**src/rtl/bp_meas_pkg.sv**
```systemverilog
// rtl/bp_meas_pkg.sv - shared types and defaults for the bandpass amplitude meter
package bp_meas_pkg;

  localparam int DATA_W_DEF   = 16;
  localparam int WIN_LOG2_DEF = 10;

  typedef logic signed [DATA_W_DEF-1:0] sample_t;
  typedef logic        [DATA_W_DEF:0]   pp_t;

  typedef enum logic {
    FIRST = 1'b0,
    ACCUM = 1'b1
  } meas_state_e;

endpackage

```
**src/rtl/bp_result_buf.sv**
```systemverilog
// rtl/bp_result_buf.sv - single-entry result register with valid/ready handshake and sticky overrun
module bp_result_buf #(
  parameter int PAY_W = 8
) (
  input  logic             clk,
  input  logic             rst,
  input  logic             load,
  input  logic [PAY_W-1:0] load_data,
  input  logic             ready,
  output logic             valid,
  output logic [PAY_W-1:0] data,
  output logic             overrun
);

  logic room;

  // The slot can take a new result if empty or if it is being drained this cycle.
  assign room = !valid || ready;

  // Load, drain and overrun tracking; a blocked load keeps the held result intact.
  always_ff @(posedge clk) begin
    if (rst) begin
      valid   <= 1'b0;
      data    <= '0;
      overrun <= 1'b0;
    end else begin
      if (load && room) begin
        valid <= 1'b1;
        data  <= load_data;
      end else if (valid && ready) begin
        valid <= 1'b0;
      end
      if (load && !room) begin
        overrun <= 1'b1;
      end
    end
  end

endmodule

```
**src/rtl/bp_amplitude_meter.sv**
```systemverilog
// rtl/bp_amplitude_meter.sv - windowed min/max/peak-to-peak meter; optional BP_AMP_ENERGY_EN adds m_energy
module bp_amplitude_meter
  import bp_meas_pkg::*;
#(
  parameter int DATA_W   = DATA_W_DEF,
  parameter int WIN_LOG2 = WIN_LOG2_DEF
) (
  input  logic                     clk,
  input  logic                     rst,
  input  logic                     s_valid,
  output logic                     s_ready,
  input  logic signed [DATA_W-1:0] s_data,
  input  logic        [DATA_W:0]   cfg_thresh,
  input  logic                     cfg_clear,
  output logic                     m_valid,
  input  logic                     m_ready,
  output logic signed [DATA_W-1:0] m_max,
  output logic signed [DATA_W-1:0] m_min,
  output logic        [DATA_W:0]   m_pp,
  output logic                     m_over,
  output logic                     m_overrun
`ifdef BP_AMP_ENERGY_EN
  ,
  output logic [2*DATA_W+WIN_LOG2-1:0] m_energy
`endif
);

`ifdef BP_AMP_ENERGY_EN
  localparam int EW    = 2*DATA_W + WIN_LOG2;
  localparam int PAY_W = 3*DATA_W + 2 + EW;
`else
  localparam int PAY_W = 3*DATA_W + 2;
`endif

  meas_state_e               state, state_nxt;
  logic [WIN_LOG2-1:0]       count, count_nxt;
  logic signed [DATA_W-1:0]  run_max, run_min;
  logic signed [DATA_W-1:0]  fin_max, fin_min;
  logic        [DATA_W:0]    fin_pp;
  logic                      fin_over;
  logic                      at_last;
  logic                      accept;
  logic                      load_first;
  logic                      close;
  logic [PAY_W-1:0]          pay_in, pay_out;

  // The closing sample is the one that arrives when count already holds 2^WIN_LOG2-1.
  assign at_last = (count == '1);
  assign s_ready = !(m_valid && !m_ready && at_last);
  assign accept  = s_valid && s_ready;

  // Final extremes include the sample being accepted, so the close needs no extra cycle.
  assign fin_max  = (s_data > run_max) ? s_data : run_max;
  assign fin_min  = (s_data < run_min) ? s_data : run_min;
  assign fin_pp   = {fin_max[DATA_W-1], fin_max} - {fin_min[DATA_W-1], fin_min};
  assign fin_over = (fin_pp > cfg_thresh);

  // Window FSM: clear always wins, and an accompanying sample opens the new window.
  always_comb begin
    state_nxt  = state;
    count_nxt  = count;
    load_first = 1'b0;
    close      = 1'b0;
    if (cfg_clear) begin
      state_nxt = FIRST;
      count_nxt = '0;
      if (accept) begin
        state_nxt  = ACCUM;
        count_nxt  = WIN_LOG2'(1);
        load_first = 1'b1;
      end
    end else if (accept) begin
      case (state)
        FIRST: begin
          state_nxt  = ACCUM;
          count_nxt  = WIN_LOG2'(1);
          load_first = 1'b1;
        end
        ACCUM: begin
          if (at_last) begin
            state_nxt = FIRST;
            count_nxt = '0;
            close     = 1'b1;
          end else begin
            count_nxt = count + WIN_LOG2'(1);
          end
        end
        default: begin
          state_nxt = FIRST;
          count_nxt = '0;
        end
      endcase
    end
  end

  // State and sample-count register.
  always_ff @(posedge clk) begin
    if (rst) begin
      state <= FIRST;
      count <= '0;
    end else begin
      state <= state_nxt;
      count <= count_nxt;
    end
  end

  // Running extremes: seeded by the first sample, then folded with every accepted sample.
  always_ff @(posedge clk) begin
    if (rst) begin
      run_max <= '0;
      run_min <= '0;
    end else if (load_first) begin
      run_max <= s_data;
      run_min <= s_data;
    end else if (accept && state == ACCUM) begin
      run_max <= fin_max;
      run_min <= fin_min;
    end
  end

`ifdef BP_AMP_ENERGY_EN
  logic signed [2*DATA_W-1:0] s_ext;
  logic        [2*DATA_W-1:0] sq;
  logic        [2*DATA_W-1:0] prod_q;
  logic                       prod_pend;
  logic        [EW-1:0]       acc;
  logic        [EW-1:0]       prod_term;
  logic        [EW-1:0]       fin_energy;

  // One shared squarer; its registered product is folded in the cycle after each accept.
  assign s_ext      = (2*DATA_W)'(s_data);
  assign sq         = s_ext * s_ext;
  assign prod_term  = prod_pend ? EW'(prod_q) : '0;
  assign fin_energy = acc + prod_term + EW'(sq);

  // Pipelined energy accumulator; the close adds the pending and current squares directly.
  always_ff @(posedge clk) begin
    if (rst) begin
      acc       <= '0;
      prod_q    <= '0;
      prod_pend <= 1'b0;
    end else if (load_first) begin
      acc       <= '0;
      prod_q    <= sq;
      prod_pend <= 1'b1;
    end else if (cfg_clear || close) begin
      acc       <= '0;
      prod_pend <= 1'b0;
    end else if (accept && state == ACCUM) begin
      acc       <= acc + prod_term;
      prod_q    <= sq;
      prod_pend <= 1'b1;
    end else if (prod_pend) begin
      acc       <= acc + prod_term;
      prod_pend <= 1'b0;
    end
  end

  assign pay_in   = {fin_energy, fin_over, fin_pp, fin_min, fin_max};
  assign m_energy = pay_out[PAY_W-1 -: EW];
`else
  assign pay_in = {fin_over, fin_pp, fin_min, fin_max};
`endif

  bp_result_buf #(
    .PAY_W(PAY_W)
  ) u_result_buf (
    .clk      (clk),
    .rst      (rst),
    .load     (close),
    .load_data(pay_in),
    .ready    (m_ready),
    .valid    (m_valid),
    .data     (pay_out),
    .overrun  (m_overrun)
  );

  assign m_max  = pay_out[DATA_W-1:0];
  assign m_min  = pay_out[2*DATA_W-1:DATA_W];
  assign m_pp   = pay_out[3*DATA_W:2*DATA_W];
  assign m_over = pay_out[3*DATA_W+1];

endmodule

```
**config.mk**
```make
export PLATFORM = sky130hd
export DESIGN_NAME = bp_amplitude_meter
export DESIGN_NICKNAME = d
export VERILOG_FILES = /design/src/rtl/bp_meas_pkg.sv /design/src/rtl/bp_result_buf.sv /design/src/rtl/bp_amplitude_meter.sv
export SDC_FILE = /design/constraint.sdc
export NUM_CORES = 1
export LEC_CHECK = 0
export CAP_MARGIN = 20
export CORE_MARGIN = 5
export CORE_UTILIZATION = 49
export CTS_CLUSTER_SIZE = 10
export DETAILED_ROUTE_END_ITERATION = 16
export GPL_ROUTABILITY_DRIVEN = 0
export PLACE_DENSITY = 0.73
export SYNTH_ARGS = -nofsm -noshare
export SYNTH_HDL_FRONTEND = slang
export SYNTH_SLANG_ARGS = --single-unit
```
**constraint.sdc**
```tcl
create_clock -name clk -period 6.7 [get_ports clk]
set_input_delay 1.34 -clock clk [delete_from_list [all_inputs] [get_ports clk]]
set_output_delay 1.34 -clock clk [all_outputs]
set_load 0.02 [all_outputs]
```
# Yosys cells after proc, flatten, opt, wreduce, memory -nomap -nowiden
# Cells that the tools add are included.
# W data, S select, Z words.
dict set report op_classes {
  n_eq_ne 1
  add_sub_neg 2
  n_bitwise 1
  reduce_logical 15
  n_lt_le_gt_ge 3
  n_mux 25
}
# op count
set op_table {}
lappend op_table {{$mux W16} 6}
lappend op_table {{$mux W10} 3}
lappend op_table {{$pmux W10 S2} 1}
lappend op_table {{$gt A17 B17 Y1} 1}
lappend op_table {{$sub A16 B16 Y17} 1}
lappend op_table {{$gt A16 B16 Y1} 1}
lappend op_table {{$lt A16 B16 Y1} 1}
lappend op_table {{$mux W1} 14}
lappend op_table {{$add A10 B1 Y10 const B} 1}
lappend op_table {{$eq A10 B10 Y1 const B} 1}
lappend op_table {{$logic_and A1 B1 Y1} 7}
lappend op_table {{$reduce_bool A2 Y1} 3}
lappend op_table {{$logic_not A1 Y1} 4}
lappend op_table {{$pmux W1 S2} 1}
lappend op_table {{$logic_or A1 B1 Y1} 1}
lappend op_table {{$not A1 Y1} 1}
dict set report word_totals {
  regBits 95
  output_inout_bits 53
  wordCells 54
}

# Logic depth before layout (Yosys ltp)
dict set report depth {
  depth_word 9
  depth_mapped 29
}

# Cells and area by module
# Synthesis repeated with hierarchy kept, for this count alone.
dict set report hier_totals {
  cells_unflattened 772
  hier_area_um2 6491.2
}
# mod area_per_inst_um2 cells_each instances
set by_module_without_submodules {}
lappend by_module_without_submodules {bp_amplitude_meter 4131.5 547 1}
lappend by_module_without_submodules {bp_result_buf 2359.8 225 1}

# Worst setup path before layout
# Ideal clock, no wire load.
dict set report synth_timing {
  path_type {input -> register}
  startpoint {input s_data[15]}
  endpoint {register u_result_buf.data[49]}
  setup_slack_ns -0.111
  t_arrival_ns 6.694
  setup_time_ns 0.116
  n_path_buf 1
  cell_stages 26
  path_cell_list {ha_1 -> nand4_1 -> or4_1 -> a21o_1 -> o311ai_1 -> mux2i_1 -> clkbuf_1 -> mux2i_1 -> ha_1 -> inv_1 -> fa_1 -> a21oi_1 -> o21ai_0 -> a21oi_1 -> o21bai_1 -> a21oi_1 -> o21ai_0 -> a21oi_1 -> o21ai_0 -> xor2_1 -> ha_1 -> a21o_1 -> a21o_1 -> a221oi_1 -> o21ai_0 -> a31o_2}
}
dict set report synth_between {
  elab_chain_len 4
  word_cells_on_any_way 6
}
# item line_no
set synth_rtl {}
lappend synth_rtl {{from (decl)} bp_amplitude_meter.sv:12} ;# input logic signed [DATA_W-1:0] s_data,
lappend synth_rtl {{$gt A16 B16 Y1 or $lt A16 B16 Y1 (tied branches)} {bp_amplitude_meter.sv:53, bp_amplitude_meter.sv:54}}
lappend synth_rtl {{$mux W16, on equally long branches} {bp_amplitude_meter.sv:53, bp_amplitude_meter.sv:54}}
lappend synth_rtl {{$sub A16 B16 Y17 *} bp_amplitude_meter.sv:55} ;# assign fin_pp = {fin_max[DATA_W-1], fin_max} - {fin_min[DATA_W-1], fin_min};
lappend synth_rtl {{net fin_pp[14]} bp_amplitude_meter.sv:39} ;# logic [DATA_W:0] fin_pp;
lappend synth_rtl {{$gt A17 B17 Y1 *} bp_amplitude_meter.sv:56} ;# assign fin_over = (fin_pp > cfg_thresh);
lappend synth_rtl {{to (signal assigned)} bp_result_buf.sv:29} ;# data <= load_data;
lappend synth_rtl {{to (decl)} bp_result_buf.sv:11} ;# output logic [PAY_W-1:0] data,
# The timed path passes the listed nets; every way through them passes the cells marked *.
# A chain may end at the register's enable or synchronous reset.

# Worst setup path in the final report
dict set report layout_timing {
  startpoint {input s_data[5]}
  endpoint {register u_result_buf.data[49]}
}
# Same word-level chain as after synthesis.

==> results.yml <==
run_status:
  status: "complete, no violations"
layout:
  syn_to_final_growth_pct: 39.7
  final_core_util_pct: 69.4
  nets: 1010
  drive_gt1_share_pct: 17.1
  n_antenna_cell: 0
clocking:
  h-tree-depth: 3
  cts_tree: "done"
  cts_root_buf: "clkbuf_16"
  cts_buffers: 9
  ctsHoldBuffers: 0
  clk_pin_slew_ns: 0.06
  cts_buffer_depth: 2
  clkLatencyLatePin_ns: 0.35
  cts_sinks: 95
placed_design:
  pre_cts_ws_ns: -0.476
  dp_hpwl_um: 12300
  numPortBuffers: 90
pwr:
  ir_worst_vdd_mv: 0.159
  power_density_mw_per_mm2: 253
  leakagePower_uw: 0.00327
  power_uw: 1990
critical_path:
  cp_common_cell: "a21oi_2"
  path_class: "in2reg"
  reg2reg_depth: 25
  critical-path-top-delay-family: "compound AO/OA/AOI/OAI gates"
  startpoint_type: "input port"
  r2r_end: "u_result_buf.data[49]"
  crit_path_top_delay_cell: "or4_4"
  max_stage_delay_ns: 0.52
  cp.required_ns: 6.94
  r2r_slack_ns: 0.98
  critPathMaxFanout: 3
  path_buf_inv: 3
  arrival_ns: 6.92
  cp-end-kind: "flip-flop"
  r2r_start: "run_max[15]"
sta:
  fmax_ghz: 0.150
  fin_skew_ns: 0.00554
  maxSlewViolCount: 0
  layout_min_cycle_time_ns: 6.68
  fin_crit_sh_pct: 99.7
  finalHoldViolCount: 0
  worst_slack_ns: 0.0216
  fin_setup_tns_ns: 0
  setup_viol: 0
  tightest_slew_ns: 0.967
  slew_headroom_pct: 35.5
yosys:
  synth_edf_count: 0
  synth_top_cell_area_share_pct: 33.8
  yosysSeqAreaShare_pct: 33.8
  async_flop_share_pct: 0
  syn_nets: 844
  synth_seq_cells: 95
  synth_cells: 740
  ys_types: 56
  synth_ff_type: "dfxtp_1"
  synth_area_leader_cell: "dfxtp_1"
  netlist_area_mm2: 0.00562
  synth_warnings: 0
  avgSynthCellArea_um2: 7.60
  synth_area_leaders: "dfxtp_1 (34%), ha_1 (14%), nand2_1 (8.2%)"
global_routing:
  first_global_vias: 5598
  globalRoute.totalOverflow: 0
  grt_pass1_wl_um: 26300
  track_usage_pct: 24.1
  grt_max_degree: 94
  antenna_found_initial: 0
die:
  core.rowCount: 39
  die_area_mm2: 0.0137
  dieHeight_um: 117
  die_w_um: 117
  fp.coreArea_mm2: 0.0113
  initial_core_util_pct: 49.6
  boundaryPins: 91
worst_hold_path:
  hold_path.class: "reg2reg"
  hold_depth: 2
  hp-start: "run_min[8]"
  min_to: "run_min[8]"
detailed_routing:
  routed_wl_um: 16700
  drc: 0
  num_vias: 5826
  postRouteAntennaNets: 0
  wl_per_cell_um: 15.9
  avgViaCountPerCell: 5.53
  first_iter_violations: 502
  dr.pass1.iters: 5
job:
  maxCapViolCount: 0
-- flip-flops by register name, indices dropped and copies added, names as in the netlist --
| signal | flops |
|---|---|
| u_result_buf.data | 50 |
| u_result_buf.overrun | 1 |
| count | 10 |
| run_min | 16 |
| u_result_buf.valid | 1 |
| state | 1 |
| run_max | 16 |
-- cell usage in the layout, fill, tap and decap left out, drive strengths merged, types with 3 or more instances in the layout --
cell type	instances
a21o	10
a211oi	19
xnor2	8
dlymetal6s2s	5
dfxtp	95
nor2b	6
o21ai	36
a21oi	83
ha	65
buf	99
xor2	11
or3	3
inv	55
o21a	7
o21bai	3
clkbuf	11
nand4	12
nor3b	3
o211ai	5
nor2	92
nand2b	7
nand2	123
nand3	6
nor4	3
clkdlybuf4s50	83
nor3	22
-- power by group --
part / internal (uW) / total, uW / switching [uW]
sequential: 577 / 584 / 7.17
combinational: 404 / 834 / 430
clock: 347 / 570 / 223
total: 1330 / 1990 / 660
-- final cells by class --
type / instances / area, um^2
tap: 143 / 179
multi-input combinational: 557 / 3580
sequential: 95 / 1900
clock buffer: 11 / 253
fill: 934 / 3470
timing repair buffer: 188 / 1650
inverter: 55 / 206
clock inverter: 5 / 80.1
-- cells in the mapped netlist, drive strengths merged (2+ instances only) --
master     n
nand2b     7
and2       2
a41oi      2
a21oi     83
inv       55
and3       2
a211oi    19
ha        65
nor2b      6
o21ai     36
a221oi     2
nor4b      2
nor2      92
nor3b      3
clkbuf    30
nor4       3
o311ai     2
a211o      2
o21bai     3
xor2      11
or3        3
a2111oi    2
mux2i      2
o21a       7
a21o      10
dfxtp     95
nand3b     2
xnor2      8
nand3      6
nand2    123
nor3      22
nand4     12
buf        3
o211ai     5
-- metal layers --
layer	global-route usage, %	part of all wire, %	vias to the layer above
met4	9.63	2.6	0
met5	0	0	-
met3	3.08	5.8	38
met2	39.7	47	185
li1	-	-	2872
met1	32.0	44	2731
-- tightest hold or removal path, stage by stage, from the launching register on --
cell     delay [ns]
dfxtp_1        0.31
nand2_1        0.05
a21oi_1        0.05
-- how the worst max path moves through the flow --
stage               start                    end  slack, ns  cells past startpoint
2_1_floorplan  s_data[15]  u_result_buf.data[49]       0.03                     26
3_3_place_gp    s_data[1]  u_result_buf.data[49]      -0.34                     28
3_5_place_dp   s_data[11]  u_result_buf.data[49]      -0.48                     25
4_1_cts        s_data[11]  u_result_buf.data[49]      0.005                     26
5_1_grt         s_data[5]  u_result_buf.data[49]      -0.25                     28
6_report        s_data[5]  u_result_buf.data[49]       0.02                     25
-- metrics by stage --
stage	cells	instance area (um^2)	hold slack, ns
2_1_floorplan	740	5630	0.436
3_3_place_gp	1032	7260	0.442
3_5_place_dp	1033	7270	0.448
4_1_cts	1050	7630	0.457
5_1_grt	1054	7850	0.477
6_report	1054	7850	0.456
-- logic make-up after synthesis --
family,after synthesis,synth area share [%]
and+or+nand+nor,288,22.3
AOI/OAI and AO/OA,181,19.4
DFF,95,33.8
buffers and inverters,88,5.94
adders and majority gates,66,14.8
xor gates and xnor gates,19,3.09
muxes,3,0.557
-- timing repair --
item                       in CTS  in global routing
setup endpoints to repair       1                  1
pin swaps                       5                 25
resized for setup               7                 42
buffers inserted                1                  4
Power figures use the tool's default switching activity.
